**src/rtl/bram_sp_ctrl.sv**
```systemverilog
`default_nettype none
//==============================================================================
// Module   : bram_sp_ctrl
// Purpose  : Single-port inferred block-RAM controller with byte-enable writes,
//            valid/ready requests, fixed-latency responses and a post-reset
//            clear sweep. Define BRAM_OUT_REG_EN for an extra output register
//            stage (response latency 2 instead of 1).
// Revision : 1.0 - initial release
//==============================================================================
module bram_sp_ctrl #(
    parameter int DATA_W   = 16,
    parameter int ADDR_W   = 4,
    parameter int RDW_MODE = 0
) (
    input  logic                clk,
    input  logic                rst,
    input  logic                req_valid,
    output logic                req_ready,
    input  logic                req_we,
    input  logic [DATA_W/8-1:0] req_be,
    input  logic [ADDR_W-1:0]   req_addr,
    input  logic [DATA_W-1:0]   req_wdata,
    output logic                rsp_valid,
    output logic [DATA_W-1:0]   rsp_rdata,
    output logic                init_done
);

    localparam int NB    = DATA_W / 8;
    localparam int DEPTH = 2 ** ADDR_W;

    localparam logic [ADDR_W-1:0] c_LAST        = {ADDR_W{1'b1}};
    localparam logic              c_WRITE_FIRST = (RDW_MODE == 0);
    localparam logic              c_NO_CHANGE   = (RDW_MODE == 2);

    typedef enum logic [0:0] {
        ST_CLEAR = 1'b0,
        ST_IDLE  = 1'b1
    } state_t;

    state_t              r_state;
    state_t              w_state_nxt;
    logic [ADDR_W-1:0]   r_clr_cnt;
    logic [ADDR_W-1:0]   w_clr_nxt;
    logic                r_ready;
    logic                r_init_done;
    logic                w_ready_nxt;

    logic [DATA_W-1:0]   mem [DEPTH];
    logic [DATA_W-1:0]   w_rd_word;
    logic [DATA_W-1:0]   w_merged;
    logic [DATA_W-1:0]   w_rsp_word;
    logic                w_accept;
    logic                w_rsp_fire;

    logic                r_v1;
    logic [DATA_W-1:0]   r_d1;

    // ------------------------------------------------------------------ FSM
    always_ff @(posedge clk or posedge rst) begin
        if (rst) begin
            r_state     <= ST_CLEAR;
            r_clr_cnt   <= '0;
            r_ready     <= 1'b0;
            r_init_done <= 1'b0;
        end else begin
            r_state     <= w_state_nxt;
            r_clr_cnt   <= w_clr_nxt;
            r_ready     <= w_ready_nxt;
            r_init_done <= w_ready_nxt;
        end
    end

    always_comb begin
        w_state_nxt = r_state;
        w_clr_nxt   = r_clr_cnt;
        case (r_state)
            ST_CLEAR: begin
                w_clr_nxt = r_clr_cnt + 1'b1;
                if (r_clr_cnt == c_LAST) begin
                    w_state_nxt = ST_IDLE;
                end
            end
            ST_IDLE: begin
                w_state_nxt = ST_IDLE;
            end
            default: begin
                w_state_nxt = ST_CLEAR;
            end
        endcase
        // Ready/init_done are registered so they rise together on the first IDLE cycle
        w_ready_nxt = (w_state_nxt == ST_IDLE);
    end

    assign req_ready = r_ready;
    assign init_done = r_init_done;
    assign w_accept  = req_valid & r_ready;

    // ---------------------------------------------------------------- array
    assign w_rd_word = mem[req_addr];

    always_comb begin
        w_merged = w_rd_word;
        for (int i = 0; i < NB; i++) begin
            if (req_be[i]) begin
                w_merged[8*i +: 8] = req_wdata[8*i +: 8];
            end
        end
    end

    // Storage has no reset; the sweep owns the write port while in CLEAR
    always_ff @(posedge clk) begin
        if (r_state == ST_CLEAR) begin
            mem[r_clr_cnt] <= '0;
        end else if (w_accept && req_we) begin
            for (int i = 0; i < NB; i++) begin
                if (req_be[i]) begin
                    mem[req_addr][8*i +: 8] <= req_wdata[8*i +: 8];
                end
            end
        end
    end

    // ------------------------------------------------------------- response
    assign w_rsp_fire = w_accept & ~(req_we & c_NO_CHANGE);
    assign w_rsp_word = (req_we && c_WRITE_FIRST) ? w_merged : w_rd_word;

    always_ff @(posedge clk or posedge rst) begin
        if (rst) begin
            r_v1 <= 1'b0;
            r_d1 <= '0;
        end else begin
            r_v1 <= w_rsp_fire;
            if (w_rsp_fire) begin
                r_d1 <= w_rsp_word;
            end
        end
    end

`ifdef BRAM_OUT_REG_EN
    logic                r_v2;
    logic [DATA_W-1:0]   r_d2;

    always_ff @(posedge clk or posedge rst) begin
        if (rst) begin
            r_v2 <= 1'b0;
            r_d2 <= '0;
        end else begin
            r_v2 <= r_v1;
            r_d2 <= r_d1;
        end
    end

    assign rsp_valid = r_v2;
    assign rsp_rdata = r_d2;
`else
    assign rsp_valid = r_v1;
    assign rsp_rdata = r_d1;
`endif

endmodule
`default_nettype wire
```
**config.mk**
```make
export PLATFORM = sky130hd
export DESIGN_NAME = bram_sp_ctrl
export DESIGN_NICKNAME = d
export VERILOG_FILES = /design/src/rtl/bram_sp_ctrl.sv
export SDC_FILE = /design/constraint.sdc
export NUM_CORES = 1
export LEC_CHECK = 0
export CORE_MARGIN = 2
export CORE_UTILIZATION = 35
export CTS_CLUSTER_DIAMETER = 80
export DETAILED_ROUTE_END_ITERATION = 12
export GPL_TIMING_DRIVEN = 0
export HOLD_SLACK_MARGIN = 0.02
export MAX_ROUTING_LAYER = met4
export REMOVE_ABC_BUFFERS = 1
export SYNTH_ARGS = -nofsm -noshare
export SYNTH_HDL_FRONTEND = slang
export SYNTH_SLANG_ARGS = --single-unit
```
**constraint.sdc**
```tcl
create_clock -name clk -period 2.15 [get_ports clk]
set_input_delay 0.3225 -clock clk [delete_from_list [all_inputs] [get_ports clk]]
set_output_delay 0.3225 -clock clk [all_outputs]
set_load 0.05 [all_outputs]
```
==> run_results.csv <==
group,metric,value,unit
status,status,"complete, but fails checks",
status,violations,"setup timing",
synthesis,async_flop_share,0.07914,
global_routing,grt_pass1_wl,35.71,mm
placed_design,portBuffers,44,
placed_design,gp_congestion,0.8621,
final_layout,finalNetCount,692,
route,drt-pass1-iter-count,4,
floorplan,core_area,31560,sq um
final_layout,fin_util,0.4194,
pwr,power.density,841.0,nW/um^2
placed_design,dp.cells,1027,
floorplan,initial_core_util,0.3557,
setup_path,cp_slowest_cell,"clkdlybuf4s50_1",
final_layout,fin_cells,1084,
global_routing,grt_start_max_net_pins,55,
synthesis,synth_flop_cell,"edfxtp_1",
sta,drv_slew,0,
cts,cts.path.max_buffers,3,
final_layout,ff_latch_area,8239,sq um
sta,fin_setup_tns,-2.586,ns
sta,hold_viol,0,
global_routing,antenna_found_initial,0,
floorplan,top_level_ports,45,
route,drcViolationCount,0,
cts,cts_root_buffer,"clkbuf_16",
sta,worst_slack,-0.07495,ns
setup_path,timing_worst_setup_path_type,"in2reg",
setup_path,critPathLaunchType,"input port",
synthesis,yosysUniqueCellTypes,33,
synthesis,synth_edf_count,256,
cts,cts_htree_levels,1,
sta,fmax,449.4,MHz
final_layout,area_delta_synth_final,17.91,%
cts,cts_tree,"built",
floorplan,rows,65,
pwr,total_power,11.13,mW
placed_design,dpl.hpwl,15.24,mm
cts,cts_buffers,24,
setup_path,max_stage_delay,0.53,ns
route,vias,5792,
setup_path,crit_path_cell_trace,"clkdlybuf4s50_1, o2111a_2, buf_4, mux2i_4, a21o_1, nor2_2",
sta,maxSlewHeadroom,0.3518,
synthesis,synth_seq_cells,278,
synthesis,synth_area,11220,sq um
sta,setup_violations,92,
cts,path_clk_slew,0.07,ns
final_layout,fillers,2688,
cts,cts.sinks,278,
setup_path,end_kind,"register",
sta,post-route-period-util,1.035,
route,ant_nets,0,
final_layout,multi_input_area,3022,sq um
sta,grt_setup_unrepaired,"true",
route,wl_per_cell,22.07,microns
synthesis,yosysSeqAreaShare,0.7340,
sta,fin_crit,2.225,ns
final_layout,layout-drive-gt1-share,0.2097,
setup_path,cp.required,2.30,ns
sta,fin_skew,0.01374,ns
setup_path,cp.arrival,2.38,ns
hold_path,hold_class,"in2async",
final_layout,antenna_cells,0,
synthesis,netlist_instances,614,
pwr,power_leakage,4.809,nW
run,cap_viol_max_count,0,
global_routing,grt_pass1_vias,5954,
sta,tightest_slew,0.9724,ns
setup_path,crit_buf_inv,2,
synthesis,syn_avg_cell_area,18.28,sq um
route,drt_iter0_drc,404,
route,viasPerCell,5.343,
setup_path,cpLargestDelayFamily,"buffers and inverters",
setup_path,path_max_fanout,8,
pwr,ir_drop,0.4617,mV
synthesis,synth_warnings,0,
floorplan,dieArea,33510,sq um
global_routing,grt_usage,0.1471,
global_routing,grt_overflow,0,
floorplan,die_y,183.1,microns
floorplan,die_w,183.1,microns
cts,insertion_delay,0.52,ns
route,wl,23.92,mm
[repair_timing]
item                       in CTS  in global routing
setup endpoints to repair     530                318
setup buffers                   9                  4
resized for setup              73                 21
gates cloned                    1                  0
hold buffers                    0                  0
pin swaps                       5                  5
[sequential cells by signal, indices dropped and copies added (netlist names)]
name / cells
init_done: 1
mem: 256
r_clr_cnt: 4
rsp_rdata: 16
rsp_valid: 1
[synthesized netlist by cell type, types with 2 or more instances]
cell type	instances	share of area
edfxtp_1	256	0.68
mux2i_1	70	0.062
buf_6	6	0.0060
and2_1	21	0.012
inv_1	2	0.00067
buf_2	7	0.0031
mux2_2	5	0.0050
buf_1	2	0.00067
clkbuf_1	7	0.0023
a221oi_1	10	0.0078
nor2b_1	10	0.0056
dfrtp_1	22	0.049
xnor2_1	3	0.0023
nand3_1	4	0.0018
nor2_1	38	0.013
buf_12	4	0.0071
nand2_1	10	0.0033
buf_4	7	0.0047
mux4_1	9	0.021
nand2b_1	2	0.0011
a221oi_2	3	0.0040
mux4_2	23	0.046
o22ai_1	16	0.0089
a22oi_1	32	0.021
a21o_1	7	0.0047
a21oi_1	29	0.013
a31oi_1	3	0.0017
[report_power, final]
part | switching [mW] | internal, mW
Combinational | 0.504 | 0.282
Sequential | 0.0333 | 5.92
Clock | 1.80 | 2.59
Total | 2.34 | 8.79
[metal layers]
metal	wire (microns)	vias to the layer above	global-route usage
met5	0	-	-
met4	751	0	0.05600
met3	822	48	0.01450
met2	12920	125	0.2658
met1	9426	3036	0.1695
li1	-	2583	-
[path summary, 6_finish.rpt]
path	endpoint	startpoint	slack, ns	cells past startpoint
setup / recovery	mem[4][3]	req_be[0]	-0.07	6
hold / removal	rsp_rdata[5]	rst	0.30	2
setup reg to reg	mem[4][3]	init_done	-0.07	5
hold reg to reg	r_clr_cnt[3]	r_clr_cnt[3]	0.56	1
max in group asynchronous	init_done	rst	1.21	2
min in group clk	rsp_rdata[12]	req_wdata[12]	0.43	3
[final cells by class]
cell class / instances / share of cell area
multi-input cells: 301 / 0.2283
clock buffers: 32 / 0.05153
clock inverters: 11 / 0.009927
well taps: 402 / 0.03801
inverters: 2 / 0.0005673
flip-flops and latches: 278 / 0.6226
repair buffers: 58 / 0.04907
[cells by family after synthesis]
family,Yosys count,synth area share
flip-flops,278,0.7340
multiplexers,108,0.1359
AO/OA/AOI/OAI,101,0.06243
AND/OR/NAND/NOR,87,0.03824
buffers and inverters,36,0.02598
XOR/XNOR,3,0.002342
adder cells (fa/ha/maj),1,0.001115
[cell usage in the layout, fill, tap and decap left out, types with 2 or more instances in the layout]
cell type        count
nor2_1               4
mux4_1               9
clkbuf_16           25
a31oi_1              3
a21o_1               6
dfrtp_1             21
inv_1                2
mux2_2               5
clkinv_2             6
a221oi_2             3
a221oi_1            10
clkdlybuf4s50_1     37
nor2b_1              8
dlymetal6s2s_1       2
clkbuf_8             3
clkbuf_1             4
buf_12               7
bufinv_16            3
a21oi_1             29
and2_2               9
nand2_1             10
nor2_4              22
nor2b_4              2
dlygate4sd2_1        2
edfxtp_1           256
buf_4                7
mux4_2              23
o22ai_1             16
xnor2_1              3
nand3_1              4
mux2i_4              7
mux2i_1             64
and2_1              12
nor2_2              12
a22oi_1             32
[through the flow]
step | hold slack [ns] | cell area (sq um) | setup WS [ns]
finish | 0.3034 | 13230 | -0.07495
global route | 0.3755 | 13230 | -0.1081
floorplan | 0.3117 | 10940 | -1.028
global placement | 0.5170 | 11880 | -4.876
CTS | 0.3153 | 13070 | -0.03329
detailed placement | 0.5399 | 11910 | -1.571
Note: power is estimated with default switching activity, not from simulation.
